### src/rtl/muldiv_if.sv
// muldiv_if: issue/result bundle between the pipeline and the multiply/divide unit
interface muldiv_if #(parameter int WIDTH = 32) ();
  logic start;
  logic [1:0] op;
  logic [WIDTH-1:0] a, b;
  logic mthi, mtlo, busy, done;
  logic [WIDTH-1:0] hi, lo;
  modport master(output start, op, a, b, mthi, mtlo, input busy, done, hi, lo);
  modport slave(input start, op, a, b, mthi, mtlo, output busy, done, hi, lo);
endinterface

### src/rtl/muldiv_unit.sv
// muldiv_unit: iterative shift-add multiply / restoring divide owning the HI/LO pair
module muldiv_unit #(
  parameter int WIDTH = 32,
  parameter int ITER = 32
) (
  input logic clk,
  input logic rst,
  muldiv_if.slave bus
);
  localparam int CW = $clog2(ITER + 1);
  typedef enum logic [1:0] {IDLE, RUN, FIX} state_t;
  state_t state, state_d;
  logic [CW-1:0] cnt;
  logic is_div, neg_q, neg_r, bz, sgn;
  logic [WIDTH-1:0] m, r, q, a_mag, b_mag;
  logic [WIDTH:0] sum, sh, diff;
  logic [2*WIDTH-1:0] prod;
  // r/q double as the product's upper/lower halves when multiplying and as remainder/quotient when dividing
  always_comb begin
    sgn = ~bus.op[0];
    a_mag = (sgn && bus.a[WIDTH-1]) ? -bus.a : bus.a;
    b_mag = (sgn && bus.b[WIDTH-1]) ? -bus.b : bus.b;
    sum = {1'b0, r} + (q[0] ? {1'b0, m} : '0);
    sh = {r, q[WIDTH-1]};
    diff = sh - {1'b0, m};
    prod = neg_q ? -{r, q} : {r, q};
    state_d = state == IDLE ? (bus.start ? RUN : IDLE) :
              state == RUN ? (cnt == CW'(ITER - 1) ? FIX : RUN) : IDLE;
    bus.busy = state != IDLE;
  end
  always_ff @(posedge clk) begin
    if (rst) begin
      state <= IDLE;
      cnt <= '0;
      bus.done <= 1'b0;
      bus.hi <= '0;
      bus.lo <= '0;
    end else begin
      state <= state_d;
      bus.done <= state == FIX;
      if (state == IDLE && bus.start) begin
        is_div <= bus.op[1];
        neg_q <= sgn && (bus.a[WIDTH-1] ^ bus.b[WIDTH-1]);
        neg_r <= sgn && bus.a[WIDTH-1];
        bz <= bus.b == '0;
        r <= '0;
        cnt <= '0;
        m <= bus.op[1] ? b_mag : a_mag;
        q <= bus.op[1] ? a_mag : b_mag;
      end else if (state == IDLE) begin
        if (bus.mthi) bus.hi <= bus.a;
        if (bus.mtlo) bus.lo <= bus.a;
      end else if (state == RUN) begin
        cnt <= cnt + CW'(1);
        if (is_div) begin
          r <= diff[WIDTH] ? sh[WIDTH-1:0] : diff[WIDTH-1:0];
          q <= {q[WIDTH-2:0], ~diff[WIDTH]};
        end else begin
          r <= sum[WIDTH:1];
          q <= {sum[0], q[WIDTH-1:1]};
        end
      end else begin
        // divide by zero leaves |a| as remainder, so the dividend sign fix restores a itself
        bus.hi <= is_div ? (neg_r ? -r : r) : prod[2*WIDTH-1:WIDTH];
        bus.lo <= is_div ? (bz ? '1 : neg_q ? -q : q) : prod[WIDTH-1:0];
      end
    end
  end
endmodule

### src/flat_wrapper.sv
// flat-port wrapper written by rule: the top's interface ports become plain ports
module muldiv_unit_flat 
#(
  parameter int WIDTH = 32,
  parameter int ITER = 32
)
  (clk, rst, bus_start, bus_op, bus_a, bus_b, bus_mthi, bus_mtlo, bus_busy, bus_done, bus_hi, bus_lo);
  muldiv_if #(.WIDTH(WIDTH)) bus_i ();
  input logic clk;
  input logic rst;
  input wire logic [$bits(bus_i.start)-1:0] bus_start;
  input wire logic [$bits(bus_i.op)-1:0] bus_op;
  input wire logic [$bits(bus_i.a)-1:0] bus_a;
  input wire logic [$bits(bus_i.b)-1:0] bus_b;
  input wire logic [$bits(bus_i.mthi)-1:0] bus_mthi;
  input wire logic [$bits(bus_i.mtlo)-1:0] bus_mtlo;
  output wire logic [$bits(bus_i.busy)-1:0] bus_busy;
  output wire logic [$bits(bus_i.done)-1:0] bus_done;
  output wire logic [$bits(bus_i.hi)-1:0] bus_hi;
  output wire logic [$bits(bus_i.lo)-1:0] bus_lo;
  assign bus_i.start = bus_start;
  assign bus_i.op = bus_op;
  assign bus_i.a = bus_a;
  assign bus_i.b = bus_b;
  assign bus_i.mthi = bus_mthi;
  assign bus_i.mtlo = bus_mtlo;
  assign bus_busy = bus_i.busy;
  assign bus_done = bus_i.done;
  assign bus_hi = bus_i.hi;
  assign bus_lo = bus_i.lo;
  muldiv_unit #(.WIDTH(WIDTH), .ITER(ITER)) u_core (.clk(clk), .rst(rst), .bus(bus_i));
endmodule
### config.mk
export PLATFORM = sky130hd
export DESIGN_NAME = muldiv_unit_flat
export DESIGN_NICKNAME = d
export VERILOG_FILES = /design/src/rtl/muldiv_if.sv /design/src/rtl/muldiv_unit.sv /design/src/flat_wrapper.sv
export SDC_FILE = /design/constraint.sdc
export NUM_CORES = 1
export LEC_CHECK = 0
export BUFFER_PORTS_ARGS = -buffer_cell sky130_fd_sc_hd__clkbuf_2
export CORE_ASPECT_RATIO = 0.75
export CORE_MARGIN = 5
export CORE_UTILIZATION = 50
export CTS_CLUSTER_SIZE = 20
export DETAILED_ROUTE_END_ITERATION = 6
export PLACE_DENSITY = 0.67
export SLEW_MARGIN = 0
export SYNTH_ARGS = -nofsm -noshare
export SYNTH_HDL_FRONTEND = slang
export SYNTH_SLANG_ARGS = --single-unit
### constraint.sdc
create_clock -name clk -period 6.23 [get_ports clk]
set_input_delay 0.623 -clock clk [delete_from_list [all_inputs] [get_ports clk]]
set_output_delay 0.623 -clock clk [all_outputs]
set_load 0.02 [all_outputs]
Word-level counts from Yosys, hierarchy flattened --
Index checks and enable logic that the tools add are counted.
Storage, ports and cells: input port bits 71, bits in registers 173
Cells by class: $add $sub $neg 8, reductions and logical operators 14, bitwise logic cells 6, muxes and demuxes 29, eq/ne operators 7
Operators by type and width (count):
- 32-bit two-way mux | 24
- 32-bit negator | 4
- 64-bit two-way mux | 1
- 64-bit negator | 1
- 32-bit by 33-bit adder with 33-bit output | 1
- 33-bit by 32-bit subtractor with 33-bit output | 1
- 32-bit zero test | 1
- 3-bit AND reduction | 3
- 6-bit by 1-bit adder with 6-bit output (second input constant) | 1
- 6-bit by 5-bit == test with 1-bit output (second input constant) | 1
- 2-bit two-way mux | 3
- 2-bit != test (second input constant) | 3
- 1-bit NOT | 5
- 1-bit logical AND | 4
- 2-bit AND reduction | 2
- 2-bit nonzero test | 2
- 2-bit by 1-bit == test with 1-bit output (second input constant) | 1
- 2-bit == test (second input constant) | 1
- 2-bit zero test | 1
- 2-bit by 1-bit != test with 1-bit output (second input constant) | 1
- 2-bit OR reduction | 1
- 1-bit two-way mux | 1
- 1-bit bitwise XOR | 1

Longest topological paths before layout --
depth after elaboration 6, depth in mapped cells 14

Worst setup path after synthesis --
No wires, ideal clock.
path type register to register, from reg u_core.state[1], to reg u_core.q[0] (enable), data arrival time 4.472 ns, setup time 0.507 ns, slack 1.251 ns, path buffers 4, cell stages (with the launch flop) 8, path through dfxtp_1 clkbuf_1 nor2_1 clkbuf_1 nand2_1 clkbuf_1 clkbuf_1 a21oi_1
On the way: cells in the longest elaborated chain, start to end 4, elaborated cells between the ends (all ways) 6, those cells by class eq/ne (2); reduce/logical (4)
Ends and longest elaborated chain:
- start, declared | line muldiv_unit.sv:12 | state_t state, state_d;
- start signal, assigned | line muldiv_unit.sv:39 | state <= state_d;
- 2-bit zero test | line muldiv_unit.sv:41, muldiv_unit.sv:50
- 1-bit logical AND | line muldiv_unit.sv:41 | if (state == IDLE && bus.start) begin
- 2-bit != test (no line) / 2-bit nonzero test (equally long branches)
- 3-bit AND reduction (no line) *
- end signal, assigned | line muldiv_unit.sv:49 | q <= bus.op[1] ? a_mag : b_mag;
- end signal, assigned | line muldiv_unit.sv:57 | q <= {q[WIDTH-2:0], ~diff[WIDTH]};
- end signal, assigned | line muldiv_unit.sv:60 | q <= {sum[0], q[WIDTH-1:1]};
- end, declared | line muldiv_unit.sv:15 | logic [WIDTH-1:0] m, r, q, a_mag, b_mag;
Every way passes the cells marked *; elsewhere a longest branch is shown, timed or not. A chain may end at the register's enable or synchronous reset.

Worst setup path in the final report --
from reg u_core.q[31], to reg u_core.q[0] (data pin)
On the way: cells in the longest elaborated chain, start to end 6
Ends and longest elaborated chain:
- 33-bit by 32-bit subtractor with 33-bit output | line muldiv_unit.sv:25 | diff = sh - {1'b0, m};
- 1-bit NOT | line muldiv_unit.sv:57
- 32-bit two-way mux | line muldiv_unit.sv:55 | if (is_div) begin
- 32-bit two-way mux | line muldiv_unit.sv:53 | end else if (state == RUN) begin
- 32-bit two-way mux | line muldiv_unit.sv:50 | end else if (state == IDLE) begin
- 32-bit two-way mux | line muldiv_unit.sv:41
Every way passes these cells. The select of a mux whose other input is x is not followed.

==> metrics.txt <==
# TYPE chip_impl_metric gauge
chip_impl_metric{name="hold_viol_final",unit=""} 0
chip_impl_metric{name="dieArea",unit="um2"} 32900
chip_impl_metric{name="pwr_density_cell",unit="nW/um2"} 238
chip_impl_metric{name="detail-route-antenna-nets",unit=""} 0
chip_impl_metric{name="worst_setup_hold_path_clk_slew",unit="ns"} 0.07
chip_impl_metric{name="fmax",unit="GHz"} 0.237
chip_impl_metric{name="holdBufCountCts",unit=""} 0
chip_impl_metric{name="power.share.sequential",unit="%"} 37.5
chip_impl_metric{name="worstPathRequired",unit="ns"} 6.40
chip_impl_metric{name="clock_skew",unit="ns"} 0.0155
chip_impl_metric{name="syn_area_per_cell",unit="um2"} 8.21
chip_impl_metric{name="antenna_found_initial",unit=""} 0
chip_impl_metric{name="synthesis.yosys.warnings",unit=""} 0
chip_impl_metric{name="synth.yosys.seq_area_share",unit="%"} 30.5
chip_impl_metric{name="routed_wirelength",unit="um"} 52200
chip_impl_metric{name="critical_path_peak_fanout",unit=""} 52
chip_impl_metric{name="mappedNetlistNets",unit=""} 1926
chip_impl_info{name="status",value="completed"} 1
chip_impl_metric{name="top_level_port_count",unit=""} 137
chip_impl_metric{name="final.setup.tns",unit="ns"} 0
chip_impl_metric{name="ctsLongestPathBuffers",unit=""} 2
chip_impl_metric{name="switching_share",unit="%"} 38.5
chip_impl_metric{name="place_congestion",unit=""} 1.02
chip_impl_metric{name="asyncSetResetFlopFracSynth",unit="%"} 0
chip_impl_metric{name="cts_made_buffers",unit=""} 17
chip_impl_metric{name="vias",unit=""} 14400
chip_impl_metric{name="p_comb_share",unit="%"} 34.1
chip_impl_metric{name="std_cell_rows",unit=""} 54
chip_impl_info{name="timing.hold.worst.class",value="reg2reg"} 1
chip_impl_metric{name="global_route.overflow_total",unit=""} 0
chip_impl_metric{name="n_antenna_cell",unit=""} 0
chip_impl_metric{name="slowest_delay",unit="ns"} 0.56
chip_impl_info{name="critical_path.top_delay_family",value="compound AO/OA/AOI/OAI gates"} 1
chip_impl_metric{name="period_needed",unit="ns"} 4.23
chip_impl_metric{name="first_iter_violations",unit=""} 1764
chip_impl_metric{name="ys_ff_latch",unit=""} 173
chip_impl_metric{name="worst-slew-pin-transition",unit="ns"} 1.11
chip_impl_metric{name="peak_vdd_ir",unit="mV"} 0.200
chip_impl_metric{name="clockPowerShare",unit="%"} 28.3
chip_impl_metric{name="cts_post_setup_buffers_inserted",unit=""} 0
chip_impl_metric{name="cp_num_buf_inv",unit=""} 2
chip_impl_info{name="rsz0062_at_grt",value="no"} 1
chip_impl_info{name="cts_tree",value="yes"} 1
chip_impl_info{name="timing.critical_path.cells",value="inv_1 -> ha_1 -> fa_1 -> nor2b_1 -> o31a_1 -> o2111ai_1 -> and3_1 -> a2111oi_4 -> buf_4 -> nor2_1 -> a211oi_1 -> a21oi_1"} 1
chip_impl_metric{name="h-tree-depth",unit=""} 4
chip_impl_metric{name="max_cap_violations",unit=""} 0
chip_impl_metric{name="drt_first_pass_iters",unit=""} 6
chip_impl_metric{name="p_leak",unit="nW"} 6.37
chip_impl_metric{name="number_of_enable_flip_flop_cells_after_synthesis",unit=""} 100
chip_impl_metric{name="final_layout_size_suffix_gt1_share",unit="%"} 11.7
chip_impl_metric{name="core_area",unit="um2"} 29000
chip_impl_metric{name="layout_setup_ws",unit="ns"} 2.00
chip_impl_metric{name="count_of_port_buffers_added_during_placement",unit=""} 136
chip_impl_metric{name="wire_length_per_cell_after_detailed_routing",unit="um"} 23.2
chip_impl_metric{name="p_switching",unit="mW"} 1.48
chip_impl_metric{name="fin_crit_sh",unit="%"} 67.9
chip_impl_info{name="timing.setup.critical_path_class",value="reg2reg"} 1
chip_impl_metric{name="cp_data_arrival_time",unit="ns"} 4.40
chip_impl_metric{name="slew_violations",unit=""} 0
chip_impl_metric{name="grt_util_all_layers",unit="%"} 30.6
chip_impl_metric{name="dp.final_hpwl",unit="um"} 40100
chip_impl_metric{name="floorplan.initialDensity",unit="%"} 50.5
chip_impl_metric{name="grt_pass1_wl",unit="um"} 78200
chip_impl_metric{name="via_count_of_the_first_global_routing_pass",unit=""} 13200
chip_impl_metric{name="synth.distinct_cells",unit=""} 70
chip_impl_metric{name="netlist_area",unit="um2"} 14600
chip_impl_metric{name="clock_latency_of_the_later_clocked_register_in_the_worst_skew_pair",unit="ns"} 0.46
chip_impl_metric{name="die_h",unit="um"} 158
chip_impl_metric{name="area_growth_from_synthesis_to_layout",unit="%"} 10.0
chip_impl_metric{name="cts_num_sinks",unit=""} 173
chip_impl_info{name="postSynth.topFlopCell",value="edfxtp_1"} 1
chip_impl_info{name="worst_path_max_delay_cell",value="buf_4"} 1
chip_impl_metric{name="place_ws",unit="ns"} 2.16
chip_impl_metric{name="detail_route.vias_per_cell",unit=""} 6.39
chip_impl_metric{name="cts_repair_resize_count",unit=""} 0
chip_impl_metric{name="internal_power",unit="mW"} 2.36
chip_impl_metric{name="final_net_count",unit=""} 1984
chip_impl_info{name="clockRootBuffer",value="clkbuf_16"} 1
chip_impl_metric{name="dieWidth",unit="um"} 208
chip_impl_metric{name="finalSetupViolations",unit=""} 0
chip_impl_info{name="cp-end-kind",value="register"} 1
chip_impl_info{name="start_kind",value="register"} 1
chip_impl_metric{name="synthesis.instances",unit=""} 1784
chip_impl_metric{name="relative_max_transition_margin",unit="%"} 25.5
chip_impl_metric{name="drc",unit=""} 0
chip_impl_metric{name="pin_count_of_the_biggest_net_entering_global_routing",unit=""} 69
[final timing paths]
check / start / to / slack (ns) / depth (start not counted)
worst min register to register: u_core.bus.lo[8]$_SDFFE_PP0P_ / u_core.bus.lo[8]$_SDFFE_PP0P_ / 0.45 / 2
worst max register to register: u_core.q[31]$_DFFE_PP_ / u_core.q[0]$_DFFE_PP_ / 2.00 / 12
worst max-delay path: u_core.q[31]$_DFFE_PP_ / u_core.q[0]$_DFFE_PP_ / 2.00 / 12
worst min-delay path: u_core.bus.lo[8]$_SDFFE_PP0P_ / u_core.bus.lo[8]$_SDFFE_PP0P_ / 0.45 / 2
[cell families after synthesis]
kind of cell | after synthesis | synth area share, %
XOR/XNOR | 170 | 10.2
multiplexers | 105 | 7.18
buffers and inverters | 173 | 4.51
adder cells (fa/ha/maj) | 71 | 6.17
AND/OR/NAND/NOR | 538 | 17.0
flip-flops | 173 | 30.5
AO/OA/AOI/OAI | 554 | 24.5
[power groups by stage]
stage          clock network (mW)  registers (mW)  logic (mW)
2_1_floorplan                   0            1.44       0.902
3_3_place_gp                    0            1.46        1.27
3_5_place_dp                    0            1.46        1.28
4_1_cts                      1.09            1.43        1.28
5_1_grt                      1.14            1.45        1.43
6_report                     1.09            1.44        1.31
[registers in the layout, indices dropped and copies added, names as in the netlist, 2 cells and up]
signal	flops
u_core.bus.hi	32
u_core.bus.lo	32
u_core.m	32
u_core.q	32
u_core.r	32
u_core.cnt	6
u_core.state	2
[cell usage after synthesis (5+ instances only)]
cell type / number / area share (%)
nor2_1: 182 / 4.7
nand3_1: 27 / 0.92
o211ai_1: 12 / 0.62
nand2_1: 158 / 4.0
nor3_1: 45 / 1.5
mux2i_1: 105 / 7.2
buf_2: 7 / 0.24
xor2_1: 57 / 3.4
inv_1: 59 / 1.5
a211oi_1: 39 / 2.0
nor4_1: 13 / 0.56
edfxtp_1: 100 / 21
o41ai_1: 12 / 0.72
clkbuf_1: 93 / 2.4
or3_1: 14 / 0.60
a31oi_1: 21 / 0.90
a21boi_0: 5 / 0.26
a21oi_1: 182 / 6.2
nand4_1: 12 / 0.51
o221ai_1: 27 / 1.6
nor2b_1: 11 / 0.47
a211o_1: 6 / 0.36
a221oi_1: 23 / 1.4
dfxtp_1: 73 / 10
or4_1: 7 / 0.36
o21a_1: 13 / 0.67
o21ai_0: 108 / 3.7
nor3b_1: 6 / 0.31
buf_1: 11 / 0.28
or2_2: 12 / 0.51
o21bai_1: 5 / 0.26
ha_1: 69 / 5.9
xnor2_1: 113 / 6.8
nand2b_1: 14 / 0.60
a21o_1: 32 / 1.6
o31ai_1: 25 / 1.3
and2_1: 6 / 0.26
a311oi_1: 7 / 0.42
and3_1: 16 / 0.68
[routing by layer]
layer,vias up,routed length (um),GRT usage (%)
met5,-,0,0
met2,743,21100,43.2
met4,0,1530,9.75
li1,6704,-,-
met1,6825,23800,45.4
met3,95,5840,8.06
[metrics by stage]
step / hold WS, ns / utilization, % / area [um2] / cells / power [mW]
after floorplan: 0.454 / - / 14600 / 1784 / 2.34
after global placement: 0.440 / 53.6 / 15500 / 2215 / 2.73
after detailed placement: 0.444 / 53.6 / 15500 / 2215 / 2.74
after CTS: 0.454 / 55.6 / 16100 / 2247 / 3.81
after global routing: 0.468 / 55.6 / 16100 / 2247 / 4.01
final: 0.451 / 55.6 / 16100 / 2247 / 3.84
[worst reg2reg max path: stages (launching register included)]
cell,delay (ns)
edfxtp_1,0.52
inv_1,0.09
ha_1,0.25
fa_1,0.41
nor2b_1,0.19
o31a_1,0.24
o2111ai_1,0.30
and3_1,0.37
a2111oi_4,0.30
buf_4,0.56
nor2_1,0.33
a211oi_1,0.31
a21oi_1,0.07
[cell type report]
type,instances,area [um2]
clock buffers,18,450
inverters,60,225
repair buffers,152,803
fillers,2784,12900
clock inverters,14,125
well taps,392,490
flip-flops and latches,173,4460
multi-input cells,1438,9550
[cells in the final DEF, fill, tap and decap left out, types with 39 or more instances in the layout]
| master | netlist | layout |
|---|---|---|
| dfxtp_1 | 73 | 73 |
| inv_1 | 59 | 58 |
| o21ai_0 | 108 | 108 |
| xnor2_1 | 113 | 113 |
| a21oi_1 | 182 | 179 |
| nor2_1 | 182 | 181 |
| ha_1 | 69 | 69 |
| mux2i_1 | 105 | 105 |
| xor2_1 | 57 | 57 |
| nor3_1 | 45 | 45 |
| nand2_1 | 158 | 157 |
| clkbuf_2 | 2 | 135 |
| edfxtp_1 | 100 | 100 |
| a211oi_1 | 39 | 39 |
Note: power is estimated with default switching activity, not from simulation.
